<file path="src/rtl/spi_master_cmd_if.sv">
// Request/response bus between a host controller and spi_master_cmd.
// The host drives requests; the SPI master answers with ready and responses.
interface spi_master_cmd_if;
    logic        req_valid;
    logic        req_ready;
    logic        req_wr;
    logic [15:0] req_addr;
    logic [31:0] req_wdata;
    logic        rsp_valid;
    logic [31:0] rsp_rdata;

    // Host side: issues requests, consumes responses.
    modport master (
        output req_valid,
        output req_wr,
        output req_addr,
        output req_wdata,
        input  req_ready,
        input  rsp_valid,
        input  rsp_rdata
    );

    // SPI master side: accepts requests, produces responses.
    modport slave (
        input  req_valid,
        input  req_wr,
        input  req_addr,
        input  req_wdata,
        output req_ready,
        output rsp_valid,
        output rsp_rdata
    );
endinterface

</file>
<file path="src/rtl/spi_master_cmd.sv">
// SPI mode-0 master issuing one 56-bit register frame per request:
// cmd[7:0] (0x02 write / 0x03 read), addr[15:0], data[31:0], MSB first.
// The last 32 MISO bits of each frame are returned on rsp_rdata.
module spi_master_cmd #(
    parameter int CLK_DIV = 4
) (
    input  logic            clk,
    input  logic            rstn,
    spi_master_cmd_if.slave bus,
    output logic            spi_sck,
    output logic            spi_ss_n,
    output logic            spi_mosi,
    input  logic            spi_miso
);

    if (CLK_DIV < 2) begin : g_div_check
        $error("spi_master_cmd: CLK_DIV must be at least 2");
    end

    // Divider counter must reach 2*CLK_DIV-1 for the hold phase.
    localparam int DIV_W = (CLK_DIV >= 2) ? $clog2(2 * CLK_DIV) : 2;

    localparam logic [DIV_W-1:0] DIV_ZERO  = DIV_W'(32'd0);
    localparam logic [DIV_W-1:0] DIV_ONE   = DIV_W'(32'd1);
    localparam logic [DIV_W-1:0] HALF_LAST = DIV_W'(CLK_DIV - 1);
    // Hold spans the trailing low half-period after the last SCK fall plus
    // the CLK_DIV hold itself, so ss_n rises 114*CLK_DIV after accept.
    localparam logic [DIV_W-1:0] HOLD_LAST = DIV_W'(2 * CLK_DIV - 1);
    // Gap is one cycle shorter than CLK_DIV because the accepting edge in
    // IDLE completes the CLK_DIV cycles of ss_n high time.
    localparam logic [DIV_W-1:0] GAP_LAST  = DIV_W'(CLK_DIV - 2);

    localparam logic [7:0] CMD_WR   = 8'h02;
    localparam logic [7:0] CMD_RD   = 8'h03;
    localparam logic [5:0] LAST_BIT = 6'd55;

    typedef enum logic [2:0] {
        ST_IDLE  = 3'd0,
        ST_SETUP = 3'd1,
        ST_SHIFT = 3'd2,
        ST_HOLD  = 3'd3,
        ST_GAP   = 3'd4
    } state_t;

    state_t           state_q;
    logic [DIV_W-1:0] div_q;
    logic [5:0]       bit_q;
    logic [54:0]      tx_q;      // bits still to send after the one on MOSI
    logic [31:0]      rx_q;
    logic             sck_q;
    logic             ss_n_q;
    logic             mosi_q;
    logic             rsp_valid_q;
    logic [31:0]      rsp_rdata_q;
    logic [55:0]      frame_d;

    // Frame image built from the request fields; read frames send zero data.
    assign frame_d = bus.req_wr ? {CMD_WR, bus.req_addr, bus.req_wdata}
                                : {CMD_RD, bus.req_addr, 32'h0000_0000};

    // Frame sequencer: divider, bit counter, shift registers and all outputs.
    always_ff @(posedge clk) begin
        if (!rstn) begin
            state_q     <= ST_IDLE;
            div_q       <= DIV_ZERO;
            bit_q       <= 6'd0;
            tx_q        <= 55'd0;
            rx_q        <= 32'd0;
            sck_q       <= 1'b0;
            ss_n_q      <= 1'b1;
            mosi_q      <= 1'b0;
            rsp_valid_q <= 1'b0;
            rsp_rdata_q <= 32'd0;
        end else begin
            rsp_valid_q <= 1'b0;
            case (state_q)
                ST_IDLE: begin
                    if (bus.req_valid) begin
                        tx_q    <= frame_d[54:0];
                        mosi_q  <= frame_d[55];
                        ss_n_q  <= 1'b0;
                        div_q   <= DIV_ZERO;
                        bit_q   <= 6'd0;
                        state_q <= ST_SETUP;
                    end
                end
                ST_SETUP: begin
                    if (div_q == HALF_LAST) begin
                        div_q   <= DIV_ZERO;
                        sck_q   <= 1'b1;
                        rx_q    <= {rx_q[30:0], spi_miso};
                        state_q <= ST_SHIFT;
                    end else begin
                        div_q <= div_q + DIV_ONE;
                    end
                end
                ST_SHIFT: begin
                    if (div_q == HALF_LAST) begin
                        div_q <= DIV_ZERO;
                        if (sck_q) begin
                            // Falling edge: advance MOSI unless this was bit 55.
                            sck_q <= 1'b0;
                            if (bit_q == LAST_BIT) begin
                                state_q <= ST_HOLD;
                            end else begin
                                bit_q  <= bit_q + 6'd1;
                                mosi_q <= tx_q[54];
                                tx_q   <= {tx_q[53:0], 1'b0};
                            end
                        end else begin
                            // Rising edge: sample MISO on the same clk edge.
                            sck_q <= 1'b1;
                            rx_q  <= {rx_q[30:0], spi_miso};
                        end
                    end else begin
                        div_q <= div_q + DIV_ONE;
                    end
                end
                ST_HOLD: begin
                    if (div_q == HOLD_LAST) begin
                        div_q       <= DIV_ZERO;
                        ss_n_q      <= 1'b1;
                        rsp_valid_q <= 1'b1;
                        rsp_rdata_q <= rx_q;
                        state_q     <= ST_GAP;
                    end else begin
                        div_q <= div_q + DIV_ONE;
                    end
                end
                ST_GAP: begin
                    if (div_q == GAP_LAST) begin
                        div_q   <= DIV_ZERO;
                        state_q <= ST_IDLE;
                    end else begin
                        div_q <= div_q + DIV_ONE;
                    end
                end
                default: begin
                    state_q <= ST_IDLE;
                    div_q   <= DIV_ZERO;
                    sck_q   <= 1'b0;
                    ss_n_q  <= 1'b1;
                end
            endcase
        end
    end

    assign bus.req_ready = (state_q == ST_IDLE);
    assign bus.rsp_valid = rsp_valid_q;
    assign bus.rsp_rdata = rsp_rdata_q;
    assign spi_sck       = sck_q;
    assign spi_ss_n      = ss_n_q;
    assign spi_mosi      = mosi_q;

endmodule
</file>
<file path="src/flat_wrapper.sv">
// flat-port wrapper written by rule: the top's interface ports become plain ports
module spi_master_cmd_flat 
#(
    parameter int CLK_DIV = 4
)
  (clk, rstn, spi_sck, spi_ss_n, spi_mosi, spi_miso, bus_req_valid, bus_req_wr, bus_req_addr, bus_req_wdata, bus_req_ready, bus_rsp_valid, bus_rsp_rdata);
  spi_master_cmd_if bus_i ();
  input  logic clk;
  input  logic rstn;
  output logic spi_sck;
  output logic spi_ss_n;
  output logic spi_mosi;
  input  logic spi_miso;
  input wire logic [$bits(bus_i.req_valid)-1:0] bus_req_valid;
  input wire logic [$bits(bus_i.req_wr)-1:0] bus_req_wr;
  input wire logic [$bits(bus_i.req_addr)-1:0] bus_req_addr;
  input wire logic [$bits(bus_i.req_wdata)-1:0] bus_req_wdata;
  output wire logic [$bits(bus_i.req_ready)-1:0] bus_req_ready;
  output wire logic [$bits(bus_i.rsp_valid)-1:0] bus_rsp_valid;
  output wire logic [$bits(bus_i.rsp_rdata)-1:0] bus_rsp_rdata;
  assign bus_i.req_valid = bus_req_valid;
  assign bus_i.req_wr = bus_req_wr;
  assign bus_i.req_addr = bus_req_addr;
  assign bus_i.req_wdata = bus_req_wdata;
  assign bus_req_ready = bus_i.req_ready;
  assign bus_rsp_valid = bus_i.rsp_valid;
  assign bus_rsp_rdata = bus_i.rsp_rdata;
  spi_master_cmd #(.CLK_DIV(CLK_DIV)) u_core (.clk(clk), .rstn(rstn), .bus(bus_i), .spi_sck(spi_sck), .spi_ss_n(spi_ss_n), .spi_mosi(spi_mosi), .spi_miso(spi_miso));
endmodule
</file>
<file path="config.mk">
export PLATFORM = sky130hd
export DESIGN_NAME = spi_master_cmd_flat
export DESIGN_NICKNAME = d
export VERILOG_FILES = /design/src/rtl/spi_master_cmd_if.sv /design/src/rtl/spi_master_cmd.sv /design/src/flat_wrapper.sv
export SDC_FILE = /design/constraint.sdc
export NUM_CORES = 1
export LEC_CHECK = 0
export ABC_AREA = 1
export CAP_MARGIN = 25
export CORE_MARGIN = 2
export CORE_UTILIZATION = 54
export DETAILED_ROUTE_END_ITERATION = 10
export GPL_ROUTABILITY_DRIVEN = 0
export MAX_ROUTING_LAYER = met4
export PLACE_DENSITY = 0.79
export SLEW_MARGIN = 20
export SYNTH_ARGS = -nofsm -noshare
export SYNTH_HDL_FRONTEND = slang
export SYNTH_SLANG_ARGS = --single-unit
</file>
<file path="constraint.sdc">
create_clock -name clk -period 2.1 [get_ports clk]
set_input_delay 0.42 -clock clk [delete_from_list [all_inputs] [get_ports clk]]
set_output_delay 0.42 -clock clk [all_outputs]
set_load 0.1 [all_outputs]
</file>
## Word-level counts from Yosys, hierarchy flattened

Cells that the tools add are included.

- Register bits: 135
- Latch bits: 0
- Memory bits (writable): 0
- Bits in read-only memories: 0
- Input port bits: 53
- Output and inout bits: 37
- Memories: 0

- Add/sub/neg operators: 2
- Multiply operators: 0
- Div/mod/pow operators: 0
- Order comparisons: 0
- Eq/ne operators: 17
- Shifts and indexed selects: 0
- Muxes and demuxes: 41
- Bitwise operators: 2
- Reductions and logical operators: 13

Operator list:

| kind | count |
|---|---|
| $mux 55 | 4 |
| $pmux 55 s2 | 1 |
| $mux 32 | 3 |
| $pmux 32 s2 | 1 |
| $mux 49 | 1 |
| $mux 3 | 11 |
| $mux 6 | 4 |
| $pmux 3 s5 | 1 |
| $eq 3x2->1 const B | 4 |
| $ne 2x1->1 const B | 6 |
| $pmux 3 s4 | 1 |
| $pmux 6 s2 | 1 |
| $mux 1 | 10 |
| $reduce_and 7->1 | 1 |
| $add 6x1->6 const B | 1 |
| $eq 3x3->1 const B | 2 |
| $eq 6x6->1 const B | 1 |
| $ne 2x2->1 const B | 3 |
| $pmux 1 s3 | 2 |
| $reduce_and 3->1 | 2 |
| $reduce_or 3->1 | 2 |
| $reduce_and 5->1 | 1 |
| $reduce_and 2->1 | 2 |
| $reduce_and 4->1 | 1 |
| other kinds (7) | 9 |

## Depth between registers and ports, before layout

- Depth after elaboration: 5
- Depth in mapped cells: 11
- Depth with buffers taken out: 10

## Worst setup path before layout

OpenSTA, ideal clock, no wires.

- Kind: flip-flop to flip-flop
- Start: register u_core.state_q[0]
- End: register u_core.bit_q[2]
- Library setup time: 0.132 ns
- Data arrival time: 2.071 ns
- Setup slack: -0.103 ns
- Stages on the path, launching flop included: 11
- Path buffers: 2
- Clock period less this slack: 2.203 ns
- Cell sequence: dfxtp_1 > buf_2 > inv_1 > nand2_1 > nor2_2 > nand2_1 > nand2_2 > nand2_2 > buf_4 > nand2_1 > a21oi_1

- Cells in the longest elaborated chain, start to end: 3

RTL lines:

| item | line | text |
|---|---|---|
| start, declared | spi_master_cmd.sv:45 | `state_t state_q;` |
| start signal, assigned | spi_master_cmd.sv:64 | `state_q <= ST_IDLE;` |
| start signal, assigned | spi_master_cmd.sv:84 | `state_q <= ST_SETUP;` |
| start signal, assigned | spi_master_cmd.sv:92 | `state_q <= ST_SHIFT;` |
| $logic_not 3->1 (*) | - |  |
| via bus_req_ready | flat_wrapper.sv:18 | `output wire logic [$bits(bus_i.req_ready)-1:0] bus_req_ready;` |
| $ne 2x2->1 (no line) or $reduce_bool 2->1 (tied branches) | - |  |
| $reduce_and 5->1 (no line) | - |  |
| end signal, assigned | spi_master_cmd.sv:106 | `bit_q <= bit_q + 6'd1;` |
| end, declared | spi_master_cmd.sv:47 | `logic [5:0] bit_q;` |

Mark *: on every way through the listed nets, which the timed path passes. The rest lies on a longest branch.
A chain may end at the register's enable or synchronous reset.

## Worst setup path after layout

- Start: register u_core.div_q[0]
- End: register u_core.tx_q[3]

- Cells in the longest elaborated chain, start to end: 3

RTL lines:

| item | line | text |
|---|---|---|
| start, declared | spi_master_cmd.sv:46 | `logic [DIV_W-1:0] div_q;` |
| start signal, assigned | spi_master_cmd.sv:94 | `div_q <= div_q + DIV_ONE;` |
| start signal, assigned | spi_master_cmd.sv:116 | `div_q <= div_q + DIV_ONE;` |
| start signal, assigned | spi_master_cmd.sv:127 | `div_q <= div_q + DIV_ONE;` |
| $eq 3x2->1 | spi_master_cmd.sv:98 | `if (div_q == HALF_LAST) begin` |
| $ne 2x1->1 (no line) | - |  |
| $reduce_and 5->1 (no line) | - |  |
| end signal, assigned | spi_master_cmd.sv:79 | `tx_q <= frame_d[54:0];` |
| end signal, assigned | spi_master_cmd.sv:108 | `tx_q <= {tx_q[53:0], 1'b0};` |
| end, declared | spi_master_cmd.sv:48 | `logic [54:0] tx_q;` |

Every way passes these cells.

==> reports/metrics.cfg <==
[sta]
finalCritPeriodShare_pct = 92.1
rsz0062_at_grt = false
slew_headroom_pct = 65.2
hold_violations = 0
post-route-min-period_ns = 1.93
fmax_mhz = 517
maxSlewViolCount = 0
finalClockSkew_ns = 0.0112
timing.final.ws_setup_ns = 0.167
holdWs_ns = 0.442
tightest_slew_ns = 0.521
tns_ns = 0
finalSetupViolations = 0

[setup_path]
crit_type = reg -> reg
cp_data_required_time_ns = 2.39
r2r-end = u_core.tx_q[3]
crit_buf_inv = 2
worstRegToRegCells = 7
r2r_slack_ns = 0.17
cp_top_family = adder cells
endpoint_kind = flop
slowest_delay_ns = 0.32
worstReg2RegStart = u_core.div_q[0]
cp_slowest_cell = dfxtp_1
crit_arrival_ns = 2.22
worstPathMaxFanout = 42
crit_path_start_kind = flop
path_cells = ha_1, ha_1, nand3b_1, buf_12, buf_12, a21oi_1, nor2_1

[synthesis]
post-synth-top-count-cell = nand2_1
synth_top_area_share_pct = 43.9
synthArstFlopShare_pct = 0
synth_area_mm2 = 0.00616
synth_compound_area_share_pct = 16.4
synth-adder-area-share_pct = 1.42
post_synth_and_or_nand_nor_area_fraction_pct = 29.3
synth.distinct_cells = 26
synth_commonest_cells = nand2_1 (242), dfxtp_1 (135), a21oi_1 (132), nand3_1 (110), nor2_1 (59)
synth-main-ff-cell = dfxtp_1
synthCells = 896
synth_mux_area_share_pct = 0
ys_warn_count = 0
synth_top_family_by_area = simple AND/OR/NAND/NOR gates
synthTopCellsByArea = dfxtp_1 (44%), nand2_1 (15%), a21oi_1 (11%)
ys_ff_latch = 135
synth_area_leader_cell = dfxtp_1
synth-xor-area-share_pct = 0
synth-edff-count = 0
synth_area_per_cell_um2 = 6.87
synthesis.nets = 956
ys_seq_area_share_pct = 43.9

[pwr]
p_leak_nw = 3.22
ir_drop_mv = 0.642
power_density_mw_per_mm2 = 1290
power.total_mw = 9.81

[global_routing]
grt_pass1_wl_um = 23600
track_usage_pct = 22.9
grt_max_degree = 83
grt_pass1_vias = 5378
antenna_found_initial = 0
grt.overflow.total = 0

[hold_path]
hold_path.class = reg -> reg
worstHoldStart = u_core.rx_q[31]
min_path_cells = 2
min_to = u_core.rx_q[31]

[clock_network]
clockBufferDepth = 2
cts_buffers = 17
h-tree-depth = 4
cts_hold_buffers = 0
cts_setup_buffers = 0
insertion_delay_ns = 0.41
clk_pin_slew_ns = 0.06
post_cts_resized = 0
cts_tree = yes
cts-root-buf = clkbuf_16
clkSinkCount = 135

[detailed_routing]
drc = 0
topRoutingLayerUsed = met4
route.met3.wl_um = 593
wl_met1_um = 6440
num_vias = 5825
drtIter0Drc = 325
wire_per_inst_um = 12.4
firstDrtPassIters = 5
via_per_inst = 5.26
wirelength_um = 13700
wl_met2_um = 6540
postRouteAntennaNets = 0

[floorplanning]
io_pins = 90
die_h_um = 111
start_util_pct = 56.0
core.rowCount = 38
dieArea_mm2 = 0.0123
die_w_um = 111
fp.coreArea_mm2 = 0.0110

[placed_design]
dpl_worst_slack_ns = 0.206
place_area_mm2 = 0.00703
io_buffer_count = 89
hpwl_um = 8350

[layout]
syn_to_final_growth_pct = 24.0
nets = 1014
antenna_cells = 0
fillers = 864
stdcell_area_mm2 = 0.00763
drive_gt1_share_pct = 10.5

[flow_run]
cap_violations = 0

[status]
outcome = completed

worst reg2reg max path: stages, from the launching register on:
cell and delay [ns]:
dfxtp_1 0.32, ha_1 0.25, ha_1 0.23, nand3b_1 0.32, buf_12 0.28, buf_12 0.18, a21oi_1 0.18, nor2_1 0.07
power by group:
part           total, mW  switching (mW)  internal, mW
logic               3.53            2.27          1.26
registers           3.26           0.258          3.00
clock network       3.03            1.14          1.88
sequential cells by signal, summed over array words and instances, names as in the netlist:
name                  cells
u_core.bit_q              6
u_core.tx_q              55
u_core.rx_q              32
u_core.spi_mosi           1
u_core.div_q              3
u_core.state_q            3
u_core.spi_ss_n           1
u_core.spi_sck            1
u_core.bus.rsp_rdata     32
u_core.bus.rsp_valid      1
layout make-up:
| class | instances | area [µm²] | area share, % |
|---|---|---|---|
| Sequential cell | 135 | 2700 | 35.4 |
| Multi-Input combinational cell | 636 | 2910 | 38.1 |
| Clock inverter | 13 | 171 | 2.25 |
| Tap cell | 140 | 175 | 2.30 |
| Inverter | 54 | 203 | 2.66 |
| Clock buffer | 19 | 433 | 5.67 |
| Timing Repair Buffer | 110 | 1040 | 13.6 |
how the worst max path moves through the flow:
stage	to	depth (start not counted)	slack [ns]	from
after floorplan	u_core.bit_q[2]	8	0.17	u_core.spi_sck
after global placement	u_core.tx_q[0]	7	0.28	bus_req_valid
after detailed placement	u_core.tx_q[6]	7	0.21	u_core.div_q[0]
after CTS	u_core.tx_q[3]	7	0.17	u_core.div_q[0]
after global routing	u_core.tx_q[12]	7	0.05	u_core.div_q[0]
final	u_core.tx_q[3]	7	0.17	u_core.div_q[0]
metal layers:
metal / GRT usage [%] / up-vias
met2: 37.6 / 149
li1: - / 3046
met1: 28.8 / 2611
met3: 4.16 / 19
met4: 7.00 / 0
met5: - / -
cell families after synthesis:
logic type	after synthesis
AND/OR/NAND/NOR	428
AO/OA/AOI/OAI	201
flip-flops	135
buffers and inverters	125
adder cells (fa/ha/maj)	7
stage by stage:
stage | util, % | std cells
CTS | 69.5 | 1107
floorplan | - | 896
global route | 69.5 | 1107
global placement | 64.0 | 1075
finish | 69.5 | 1107
detailed placement | 64.0 | 1075
cell usage in the layout (no fill, tap or decap), types with 3 or more instances in the layout:
master           count
inv_2                3
nor2_1              59
o21ai_0             57
clkinv_4             4
nand2_1            242
nand3_1            110
clkdlybuf4s50_1     51
inv_6                3
clkbuf_16           17
or2_2                3
bufinv_16            3
o21ai_1             11
a21oi_1            132
dfxtp_1            135
buf_4               51
buf_12               7
ha_1                 7
inv_1               51
Power figures use the tool's default switching activity.
==> RTL change 1 (same flow settings) <==
Make the reset (`rstn`) asynchronous in one clocked block.
--- a/src/rtl/spi_master_cmd.sv
+++ b/src/rtl/spi_master_cmd.sv
@@ -59,7 +59,7 @@
                                 : {CMD_RD, bus.req_addr, 32'h0000_0000};
 
     // Frame sequencer: divider, bit counter, shift registers and all outputs.
-    always_ff @(posedge clk) begin
+    always_ff @(posedge clk or negedge rstn) begin
         if (!rstn) begin
             state_q     <= ST_IDLE;
             div_q       <= DIV_ZERO;
Behaviour: differs if rstn is asserted again (counterexample within 4 cycles, from zero or initial values and one cycle with rstn low); with rstn held inactive, the same outputs for 10 cycles.
==> RTL change 1 against the original RTL <==
  * Sequential share of layout area rose by 7.8 points
  * Synthesized cell count fell by 13%
  * Non-clock buffer count fell by 2
  * Global-route usage rose by 1.2 points
  * Count of clock-buffer cells in the layout rose by 4
  * First-iteration DRC count rose by 48%
  * Sequential cell count did not move
  * Critical path depth fell by 3
  * Synthesized area fell by 0.67%
  * Worst setup slack got worse by 0.044 ns
  * Wire length barely moved
  * Final area rose by 2.6%
Power is not compared: it rests on default switching activity, and its combinational part moved more than twofold at a synthesized area within 25%.
==> RTL change 1: results (changes against the original RTL) <==
[outcome]
status = completed

[clock_network]
htreeDepth = 4  ; unchanged
clock_path_buffers = 2  ; unchanged
clkTransAtPathRegs_ns = 0.06  ; about the same

[setup_path]
cpMaxStageDelayCell = dfrtp_1
path_max_fanout = 7  ; -83%
reg2reg_from = u_core.div_q[0]$_DFFE_PN0N_
reg2reg_depth = 10  ; +3
cp-startpoint = u_core.state_q[2]$_DFFE_PN0P_
cp.arrival_ns = 1.56  ; -0.66 ns
r2r_end = u_core.tx_q[26]$_DFFE_PN0P_
slowest_delay_ns = 0.44  ; +0.12 ns

[global_routing]
grt_max_degree = 63  ; -24%
grt_pass1_wl_um = 23600  ; -0.23%
met3_usage_pct = 6.09  ; +1.9 points
grt_pass1_vias = 5059  ; -5.9%
use_met1_pct = 30.7  ; +1.9 points

[placed_design]
dp.cells = 981  ; -8.7%
dpl_worst_slack_ns = 0.0499  ; -0.156 ns
post_dp_cell_area_um2 = 7140  ; +1.5%
place_hpwl_um = 8520  ; +1.9%

[timing]
hold_ws_ns = 0.479  ; +0.0366 ns
fin_skew_ns = 0.00792  ; -0.00323 ns
slew_headroom_pct = 51.1  ; -14 points
finalCriticalPeriod_ns = 1.98  ; +0.0444 ns

[logic_synthesis]
synthFlopType = dfrtp_1
synth_common_cells = nand2_1 (394), dfrtp_1 (134), o21ai_0 (65)
ys_seq_area_share_pct = 55.3  ; +11 points
async_flop_share_pct = 100  ; +100 points
synth.avg_cell_area_um2 = 7.82  ; +14%

[routing]
first_pass_iters = 6  ; +1
viasPerCell = 5.11  ; -2.9%
first_iter_violations = 482  ; +48%
num_vias = 5208  ; -11%
drt-met1-wl_um = 5990  ; -7.1%
wl_per_cell_um = 13.5  ; +8.7%
wl_met3_um = 760  ; +28%
wl_met2_um = 6760  ; +3.4%

[layout]
drive_above_1_share_pct = 11.5  ; +0.94 points
num-nets-final = 928  ; -8.5%

[pwr]
leakage_nw = 4.10

[min_path]
worstHoldEndpoint = u_core.tx_q[51]$_DFFE_PN0P_
min-delay-start = u_core.tx_q[51]$_DFFE_PN0P_

## RTL change 1: changes by cell type after synthesis, moves of 8 or more
| cell | unedited run | this run |
|---|---|---|
| nand3_1 | 110 | 40 |
| dfrtp_1 | 0 | 134 |
| a21oi_1 | 132 | 3 |
| dfxtp_1 | 135 | 0 |
| o21ai_0 | 57 | 65 |
| clkbuf_1 | 30 | 11 |
| nor2_1 | 59 | 23 |
| nand2_1 | 242 | 394 |
## RTL change 1: cell type report
cell class | instances | area [µm²]
tap | 140 | 175
inverter | 55 | 206
timing repair buffer | 108 | 1110
fill | 807 | 3110
sequential | 135 | 3380
clock inverter | 7 | 93.8
clock buffer | 23 | 498
multi-input combinational | 551 | 2360
## RTL change 1: cells by family after synthesis
| kind of cell | synth area share, % |
|---|---|
| buf+inv | 6.49 |
| simple gates | 30.3 |
| flops | 55.3 |
| compound gates | 6.47 |
| fa+ha+maj | 1.43 |
## RTL change 1: repair_timing
| item | CTS | global route |
|---|---|---|
| gates resized for setup | 0 | 3 |
| hold buffers | 1 | 0 |
| endpoints found under the setup margin | 4 | 57 |
| cloned | 0 | 1 |
| endpoints found under the hold margin | 46 | 0 |
| pin swaps | 0 | 1 |
| buffers inserted | 2 | 4 |
## RTL change 1: where the power goes
part	switching (W)	internal [W]	total [W]
Sequential	0.00000322	0.00261	0.00261
Combinational	0.0000843	0.0000983	0.000183
Clock	0.00105	0.00189	0.00294
Total	0.00114	0.00460	0.00574
## RTL change 1: worst max-delay path, delay by kind of cell, from the launching register on
family | cells | cell delay, ns
buffers and inverters | 2 | 0.32
flip-flops | 1 | 0.44
AND/OR/NAND/NOR | 2 | 0.38
==> RTL change 2 (same settings) <==
Made on the original files. `CLK_DIV` is set to 4 in 2 places; all go to 8.
--- a/src/rtl/spi_master_cmd.sv
+++ b/src/rtl/spi_master_cmd.sv
@@ -2,7 +2,7 @@
 // cmd[7:0] (0x02 write / 0x03 read), addr[15:0], data[31:0], MSB first.
 // The last 32 MISO bits of each frame are returned on rsp_rdata.
 module spi_master_cmd #(
-    parameter int CLK_DIV = 4
+    parameter int CLK_DIV = 8
 ) (
     input  logic            clk,
     input  logic            rstn,
--- a/src/flat_wrapper.sv
+++ b/src/flat_wrapper.sv
@@ -1,7 +1,7 @@
 // flat-port wrapper written by rule: the top's interface ports become plain ports
 module spi_master_cmd_flat 
 #(
-    parameter int CLK_DIV = 4
+    parameter int CLK_DIV = 8
 )
   (clk, rstn, spi_sck, spi_ss_n, spi_mosi, spi_miso, bus_req_valid, bus_req_wr, bus_req_addr, bus_req_wdata, bus_req_ready, bus_rsp_valid, bus_rsp_rdata);
   spi_master_cmd_if bus_i ();
Behaviour: not the same (Yosys sat finds a counterexample within 10 cycles, from zero or initial values and one cycle with rstn low).
==> RTL change 2 against the original RTL <==
  * Sequential cell count grew 1
  * Die area is 7.3% lower
  * Critical path type unchanged
  * Wire length down 9.2%
  * Synthesized cell count shrank 10%
  * Synthesized area shrank 7.5%
  * Cell count is 8.3% lower
  * Non-clock buffer count down 9
  * Highest routed layer unchanged
  * Sequential power down 2%
  * Final area down 7.1%
  * Power fell by 13%
  * Worst setup slack improved by 0.090 ns
==> RTL change 2: results (changes against the original RTL) <==
[logic_synthesis]
syn_inst = 803  ; -10%
syn-num-nets = 859  ; -10%
synthTopCellsByArea = dfxtp_1 (48%), nand2_1 (11%), nor2_1 (8.6%)
synth_fa_ha_area_share_pct = 0.659  ; -0.76 points
synth_compound_area_share_pct = 17.5  ; +1.2 points
ys_seq_area_share_pct = 47.8  ; +3.9 points
synth_common_cells = nand2_1 (173), dfxtp_1 (136), nor2_1 (131)

[routing]
wl_met2_um = 5970  ; -8.7%
drt-met1-wl_um = 5810  ; -9.8%
num_vias = 5218  ; -10%
wl_met3_um = 609  ; +2.7%
routed_wl_um = 12500  ; -9.2%

[timing]
slew_headroom_pct = 62.6  ; -2.6 points
fin_skew_ns = 0.0117  ; +0.000585 ns

[global_routing]
met3_usage_pct = 4.56  ; +0.40 points
grt_pass1_vias = 4707  ; -12%
grt_pass1_wl_um = 20700  ; -12%
use_met1_pct = 28.2  ; -0.66 points

[setup_path]
cp_top_family = simple AND/OR/NAND/NOR gates
slowest_delay_ns = 0.41  ; +0.09 ns

[placed_design]
post_dp_cell_area_um2 = 6520  ; -7.2%
dp.cells = 983  ; -8.6%
dpl_worst_slack_ns = 0.274  ; +0.0679 ns
place_hpwl_um = 7680  ; -8.1%

[layout]
multi_input_cells = 559  ; -12%
sh_seq_area_pct = 38.4  ; +3.0 points
buf_share_pct = 13.4  ; -0.23 points
clock_area_share_pct = 8.05  ; +0.13 points
num-nets-final = 922  ; -9.1%
design.seq.count = 136  ; +0.74%
multi_input_area_share_pct = 35.1  ; -3.0 points
final_cell_count_no_fill = 1015  ; -8.3%
fillers = 843  ; -2.4%
non_clock_buffer_count = 101  ; -8.2%

[outcome]
status = completed

[min_path]
min_path_type = in2reg

[clock_network]
insertion_delay_ns = 0.51  ; +0.10 ns
clock-root-buffer = clkbuf_8

[pwr]
pg_clk_w = 0.00284  ; -6%
peakVddDrop_uv = 596  ; -7.2%
cell_internal_pwr_w = 0.00544  ; -12%
p_switching_w = 0.00307  ; -16%
pwr-share-comb_pct = 29.0  ; -6.9 points

==> RTL change 2: changes by cell type after synthesis, moves of 5 or more <==
| cell | change |
|---|---|
| a21oi_1 | -54 |
| clkbuf_1 | -11 |
| inv_1 | -5 |
| nand2_1 | -69 |
| nand3_1 | -70 |
| nor2_1 | +72 |
| o21ai_1 | +52 |
==> RTL change 2: final timing paths <==
kind,start,endpoint,slack (ns),cells after the start
setup reg to reg,u_core.div_q[0]$_SDFFE_PN0P_,u_core.tx_q[35]$_SDFFE_PN0P_,0.26,10
hold / removal,rstn,u_core.state_q[0]$_SDFFE_PN0P_,0.24,3
setup / recovery,u_core.div_q[0]$_SDFFE_PN0P_,u_core.tx_q[35]$_SDFFE_PN0P_,0.26,10
hold reg to reg,u_core.rx_q[31]$_SDFFE_PN0P_,u_core.bus.rsp_rdata[31]$_SDFFE_PN0P_,0.46,2
==> RTL change 2: cells by family after synthesis <==
kind of cell	count (synthesis)
fa+ha+maj	3
flops	136
compound gates	199
buf+inv	108
xor+xnor	3
simple gates	354
